**config.mk**
```make
export PLATFORM = sky130hd
export DESIGN_NAME = fsm_prueba_memoria_param
export DESIGN_NICKNAME = d
export VERILOG_FILES = /design/src/rtl/fsm_prueba_memoria_param.sv
export SDC_FILE = /design/constraint.sdc
export NUM_CORES = 1
export LEC_CHECK = 0
export CAP_MARGIN = 20
export CORE_UTILIZATION = 46
export DETAILED_ROUTE_END_ITERATION = 7
export HOLD_SLACK_MARGIN = 0.06
export PLACE_DENSITY = 0.88
export SYNTH_ARGS = -nofsm -noshare
export SYNTH_HDL_FRONTEND = slang
export SYNTH_SLANG_ARGS = --single-unit
```
**constraint.sdc**
```tcl
create_clock -name clk -period 4.6 [get_ports clk]
set_clock_uncertainty 0.15 [all_clocks]
set_input_delay 1.15 -clock clk [delete_from_list [all_inputs] [get_ports clk]]
set_output_delay 1.15 -clock clk [all_outputs]
set_load 0.1 [all_outputs]
```
**src/rtl/fsm_prueba_memoria_param.sv**
```systemverilog
// fsm_prueba_memoria_param: memory self-test engine.
// Writes a pattern to NUM_WORDS words, reads it back, reports mismatches.
module fsm_prueba_memoria_param #(
  parameter int DATA_W    = 64,
  parameter int ADDR_W    = 18,
  parameter int NUM_WORDS = 16
) (
  input  logic              clk,
  input  logic              reset,
  input  logic              iniciar_prueba,
  input  logic [ADDR_W-1:0] direccion_base,
  input  logic [1:0]        modo,
  input  logic              operacion_completada,
  input  logic [DATA_W-1:0] datos_leidos,
  output logic              leer,
  output logic              escribir,
  output logic [DATA_W-1:0] datos_por_escribir,
  output logic [ADDR_W-1:0] direccion_memoria,
  output logic              ocupado,
  output logic              prueba_terminada,
  output logic              prueba_ok,
  output logic [15:0]       conteo_errores,
  output logic [ADDR_W-1:0] primera_dir_error
);

  localparam int IDX_W = (NUM_WORDS > 1) ? $clog2(NUM_WORDS) : 1;
  localparam logic [IDX_W-1:0] ULTIMO = IDX_W'(NUM_WORDS - 1);
  localparam logic [DATA_W-1:0] UNO = DATA_W'(1);
  localparam logic [DATA_W-1:0] PAR = {(DATA_W/2){2'b10}};
  localparam logic [DATA_W-1:0] IMPAR = {(DATA_W/2){2'b01}};

  typedef enum logic [2:0] {
    REPOSO,
    ESCRIBIR,
    PAUSA_ESC,
    LEER,
    PAUSA_LEC,
    FIN
  } estado_t;

  estado_t estado, estado_sig;
  logic [IDX_W-1:0]  idx, idx_sig;
  logic [ADDR_W-1:0] base;
  logic [1:0]        modo_r;
  logic [ADDR_W-1:0] dir_act;
  logic [DATA_W-1:0] patron;
  logic [15:0]       conteo_sig;
  logic              fallo;

  // Current address (wraps mod 2^ADDR_W) and expected pattern for word idx
  always_comb begin
    dir_act = base + ADDR_W'(idx);
    patron  = '0;
    unique case (modo_r)
      2'd0:    patron = DATA_W'(dir_act);
      2'd1:    patron = ~DATA_W'(dir_act);
      2'd2:    patron = UNO << (32'(idx) % DATA_W);
      default: patron = idx[0] ? IMPAR : PAR;
    endcase
  end

  // Read-back compare and saturating error count
  always_comb begin
    fallo      = (datos_leidos != patron);
    conteo_sig = conteo_errores;
    if (fallo && conteo_errores != 16'hFFFF)
      conteo_sig = conteo_errores + 16'd1;
  end

  // Next state, word index and Moore outputs decoded from registered state
  always_comb begin
    estado_sig         = estado;
    idx_sig            = idx;
    leer               = 1'b0;
    escribir           = 1'b0;
    datos_por_escribir = '0;
    direccion_memoria  = '0;
    ocupado            = 1'b1;
    prueba_terminada   = 1'b0;
    unique case (estado)
      REPOSO: begin
        ocupado = 1'b0;
        if (iniciar_prueba) begin
          idx_sig    = '0;
          estado_sig = ESCRIBIR;
        end
      end
      ESCRIBIR: begin
        escribir           = 1'b1;
        direccion_memoria  = dir_act;
        datos_por_escribir = patron;
        if (operacion_completada) begin
          if (idx == ULTIMO) begin
            idx_sig    = '0;
            estado_sig = PAUSA_LEC;
          end else begin
            idx_sig    = idx + IDX_W'(1);
            estado_sig = PAUSA_ESC;
          end
        end
      end
      PAUSA_ESC: estado_sig = ESCRIBIR;
      LEER: begin
        leer              = 1'b1;
        direccion_memoria = dir_act;
        if (operacion_completada) begin
          if (idx == ULTIMO) begin
            estado_sig = FIN;
          end else begin
            idx_sig    = idx + IDX_W'(1);
            estado_sig = PAUSA_LEC;
          end
        end
      end
      PAUSA_LEC: estado_sig = LEER;
      FIN: begin
        prueba_terminada = 1'b1;
        estado_sig       = REPOSO;
      end
      default: estado_sig = REPOSO;
    endcase
  end

  // State and index registers
  always_ff @(posedge clk or posedge reset) begin
    if (reset) begin
      estado <= REPOSO;
      idx    <= '0;
    end else begin
      estado <= estado_sig;
      idx    <= idx_sig;
    end
  end

  // Latched test setup and result registers
  always_ff @(posedge clk or posedge reset) begin
    if (reset) begin
      base              <= '0;
      modo_r            <= '0;
      conteo_errores    <= '0;
      prueba_ok         <= 1'b0;
      primera_dir_error <= '0;
    end else begin
      if (estado == REPOSO && iniciar_prueba) begin
        base              <= direccion_base;
        modo_r            <= modo;
        conteo_errores    <= '0;
        prueba_ok         <= 1'b0;
        primera_dir_error <= '0;
      end
      if (estado == LEER && operacion_completada) begin
        conteo_errores <= conteo_sig;
        if (fallo && conteo_errores == 16'd0)
          primera_dir_error <= dir_act;
        if (idx == ULTIMO)
          prueba_ok <= (conteo_sig == 16'd0);
      end
    end
  end

endmodule
```
* Yosys cells after proc, flatten, opt, wreduce, memory -nomap -nowiden *
Cells that the tools add are included.
Widths: inputs -> output; s select.

word-level totals
  memories kept = 0
  input port bits = 88
  bits in registers = 62
  ROM bits = 0
  output and inout bits = 121
  memory bits (writable) = 0
  bits in latches = 0
  logic and storage cells = 68

cells by class
  equality and inequality tests = 14
  muxes and demuxes = 29
  order comparisons = 0
  bitwise operators = 1
  shifts and indexed selects = 1
  add/sub/neg operators = 3
  reduce and logical (&&, ||, !) cells = 13
  $mul = 0
  div/mod/pow operators = 0

operators by type and width
  cell                   count
  $pmux 64 s3            1
  $mux 64                2
  $mux 18                4
  $ne 64x64->1           1
  $not 18->64            1
  $shl 1x4->64 const A   1
  $mux 16                3
  $logic_not 16->1       2
  $mux 4                 5
  $add 18x4->18          1
  $add 16x1->16 const B  1
  $ne 16x16->1 const B   1
  $pmux 3 s5             1
  $mux 3                 4
  $pmux 4 s3             1
  $mux 1                 8
  $ne 2x2->1 const B     4
  $eq 3x2->1 const B     2
  $eq 3x3->1 const B     2
  $reduce_and 5->1       1
  $add 4x1->4 const B    1
  $eq 4x4->1 const B     1
  $logic_and 1x1->1      4
  $eq 3x1->1 const B     1
  other kinds (8)        8

* Depth between registers and ports, before layout *
  depth in word-level cells = 9
  depth in mapped cells = 15
  mapped depth without buffers = 14

* Worst setup path after synthesis *
No wires, ideal clock.

  kind = reg-to-output
  start = register idx[0]
  end = output port datos_por_escribir[8]
  path slack = -0.939 ns
  stages on the path, launching flop included = 9
  data required time = 3.300 ns
  data arrival time = 4.239 ns
  path through = dfrtp_1 -> ha_1 -> fa_1 -> a211o_1 -> and4_1 -> xnor2_2 -> xnor2_1 -> nor2_1 -> a211oi_1

on the way
  cells in the longest elaborated chain, start to end = 4
  elaborated cells between the ends (all ways) = 6
  classes of those cells = add/sub: 1; shift: 1; mux: 3; bitwise: 1

RTL lines
  element                   RTL line  RTL
  start: declaration        42        logic [IDX_W-1:0] idx, idx_sig;
  start signal: assignment  131       idx <= idx_sig;
  $add 18x4->18             52        dir_act = base + ADDR_W'(idx);
  $not 18->64               56        2'd1: patron = ~DATA_W'(dir_act);
  $pmux 64 s3 *             54        unique case (modo_r)
  $mux 64 *                 80        unique case (estado)
  end: declaration          17        output logic [DATA_W-1:0] datos_por_escribir,

Every way passes the cells marked *; elsewhere a longest branch is shown, timed or not.

* Worst setup path in the final report *
  start = register idx[3]
  end = output port datos_por_escribir[11]

Same word-level chain as after synthesis.

==> impl_metrics.csv <==
group,metric,value,unit
run_status,outcome,"finished, final reports clean",
die,fp.dieW,113.3,um
clock_tree,root_buffer,"clkbuf_16",
final_layout,fill_cells,842,
final_layout,area_growth,49.31,%
logic_synthesis,synth.avg_cell_area,7.726,um2
place,numPortBuffers,208,
logic_synthesis,syn-num-nets,838,
place,dp.cells,1040,
run,maxCapViolations,0,
global_route,grt_pass1_wl,30420,um
place,place.gp.congestion,0.9171,
critical_path,ff2ff_setup_slack,390,ps
detailed_routing,drt-initial-drc-count,706,
clock_tree,clockBufferDepth,2,
critical_path,crit_required,3300,ps
critical_path,crit_end,"datos_por_escribir[11]",
clock_tree,cts_setup_buffers,0,
logic_synthesis,ys_ff_latch,62,
detailed_routing,routedWlPerCell,18.65,um
min_path,min_path_type,"reg2reg",
detailed_routing,vias,6218,
final_layout,finalNonFillerCells,1056,
critical_path,r2r_cells,15,
sta,rsz0062_at_grt,"no",
sta,fin_tns_setup,0,ps
sta,slew_viol_final,0,
critical_path,worstSetupPathType,"reg2out",
logic_synthesis,async_flop_share,100.0,%
clock_tree,h-tree-depth,3,
critical_path,cp-end-kind,"output pin",
final_layout,drive_above_1_share,17.34,%
critical_path,r2r_end,"conteo_errores[6]",
sta,tightest_slew,984.9,ps
final_layout,diodes,0,
logic_synthesis,synth_top_area_share,27.25,%
die,start_util,47.21,%
clock_tree,cts_made_buffers,9,
detailed_routing,ant_nets,0,
logic_synthesis,netlist_instances,737,
global_route,antenna_found_initial,0,
global_route,grt_max_degree,39,
logic_synthesis,ys_types,80,
place,dp.final_hpwl,14780,um
critical_path,rr_startpoint,"base[0]",
die,chipHeight,113.3,um
global_route,grt.total_usage,30.09,%
sta,min_period_over_period,98.87,%
clock_tree,cts_sinks,62,
global_route,grt_pass1_vias,5846,
die,io_pins,209,
sta,slew_headroom,34.13,%
detailed_routing,drc,0,
sta,finalSetupViolations,0,
clock_tree,clk_latency,340,ps
sta,hold_violations,0,
sta,hold_ws,350.8,ps
clock_tree,clk_pin_slew,50,ps
clock_tree,cts_tree,"yes",
logic_synthesis,syn_area,0.005694,mm2
final_layout,nNetsFinal,984,
die,die-area,0.01283,mm2
sta,layout_min_cycle_time,4548,ps
clock_tree,cts_hold_buf,0,
logic_synthesis,synth_seq_area_share,27.25,%
logic_synthesis,synth.area.top_cells,"dfrtp_1 (27%), nand2_1 (6.7%), buf_4 (5.9%), xnor2_1 (5.2%), nor2_1 (4.3%)",
logic_synthesis,synth_edf_count,0,
detailed_routing,wl,19700,um
die,placeableCoreArea,0.01206,mm2
critical_path,crit_start,"idx[3]",
global_route,grt.overflow.total,0,
place,dpl-instance-area,0.008197,mm2
logic_synthesis,ys.flop_type,"dfrtp_1",
sta,max_freq,219.9,MHz
critical_path,worstPathMaxFanout,11,
critical_path,crit_path_start_kind,"register",
die,rows,40,
critical_path,critPathArrivalTime,3250,ps
detailed_routing,dr.pass1.iters,5,
logic_synthesis,yosysWarningCount,0,
detailed_routing,vias_per_cell,5.888,
logic_synthesis,synth_top_area_cell,"dfrtp_1",
final_layout,fin_area,0.008502,mm2
## kinds of logic after synthesis
family | synth area share (%)
compound gates | 18.72
fa+ha+maj | 2.988
mux | 2.131
flops | 27.25
buf+inv | 10.48
xor+xnor | 9.800
simple gates | 28.63
## metrics by stage
step,setup WS [ps],util [%]
global placement,156.8,67.96
floorplan,-419.5,-
CTS,85.14,70.31
global route,21.55,70.49
finish,52.13,70.49
detailed placement,99.11,67.96
## sequential cells by signal, indices dropped and copies added (netlist names)
name and flops:
base 18, estado 3, idx 4, modo_r 2
primera_dir_error 18, conteo_errores 16, prueba_ok 1
## critical path, cell delays in order (launching register included)
cell and delay, ps:
dfrtp_1 510, ha_2 470, o21ai_1 110, o21ba_1 250, nor4_1 440, nor2_1 200, xor2_1 180, mux2_2 290
nor2_1 260, buf_12 220
## cells in the mapped netlist, drive strengths merged, types with 4 or more instances
library cell / number
nand3: 33
xnor3: 5
mux2i: 5
clkbuf: 30
a21o: 5
a31oi: 11
nor2: 65
xnor2: 35
a211oi: 8
o31ai: 8
a22o: 4
mux2: 6
inv: 16
buf: 62
o21ai: 64
or3: 6
nor4: 21
nand4: 25
ha: 12
nand2b: 11
nor3: 14
dfrtp: 62
a211o: 4
and3: 16
nand2: 101
nor2b: 5
and2: 10
xor2: 15
a21oi: 25
o211ai: 4
## how the worst min path moves through the flow
stage	from	to	slack [ps]	cells after the start
floorplan	base[0]	base[0]	300	2
global placement	base[3]	base[3]	320	2
detailed placement	base[2]	base[2]	330	2
CTS	base[2]	base[2]	350	2
global route	base[2]	base[2]	380	2
finish	base[2]	base[2]	350	2
## routing by layer
metal,track usage (%),vias to the layer above,wire (um)
met5,0,-,0
met4,9.825,0,451
met3,5.624,42,1521
met2,51.57,343,9868
met1,38.17,2949,7853
li1,-,2884,-
## placed cells by master (no fill, tap or decap), types with 9 or more instances in the layout
master | synthesis | final
clkdlybuf4s50_1 | 0 | 124
a21oi_1 | 25 | 24
clkbuf_16 | 0 | 9
and3_1 | 15 | 15
a31oi_1 | 11 | 11
buf_12 | 0 | 63
o21ai_1 | 19 | 19
ha_1 | 12 | 11
o21ai_0 | 45 | 45
inv_1 | 16 | 15
nor3_1 | 14 | 13
nand2b_1 | 11 | 11
nand3_1 | 32 | 32
buf_4 | 45 | 40
nor4_1 | 17 | 17
nand2_1 | 101 | 101
nand4_1 | 24 | 24
nor2_1 | 65 | 65
dfrtp_1 | 62 | 61
xor2_1 | 15 | 15
xnor2_1 | 34 | 33
and2_1 | 10 | 10
## area by class of cell
cell class / count / area (um2) / share of cell area, %
Clock buffer: 10 / 239.0 / 2.811
Clock inverter: 6 / 45.04 / 0.5298
Inverter: 16 / 60.06 / 0.7064
Multi-Input combinational cell: 567 / 3592 / 42.25
Sequential cell: 62 / 1553 / 18.26
Tap cell: 168 / 210.2 / 2.472
Timing Repair Buffer: 227 / 2803 / 32.97
## repair_timing
item,CTS,global route
setup endpoints to repair,0,4
hold endpoints to repair,0,0
resized for setup,0,4
Power is left out: the tool's default activity adds up to more than one toggle a clock period on the data nets, which glitch-free logic cannot reach.
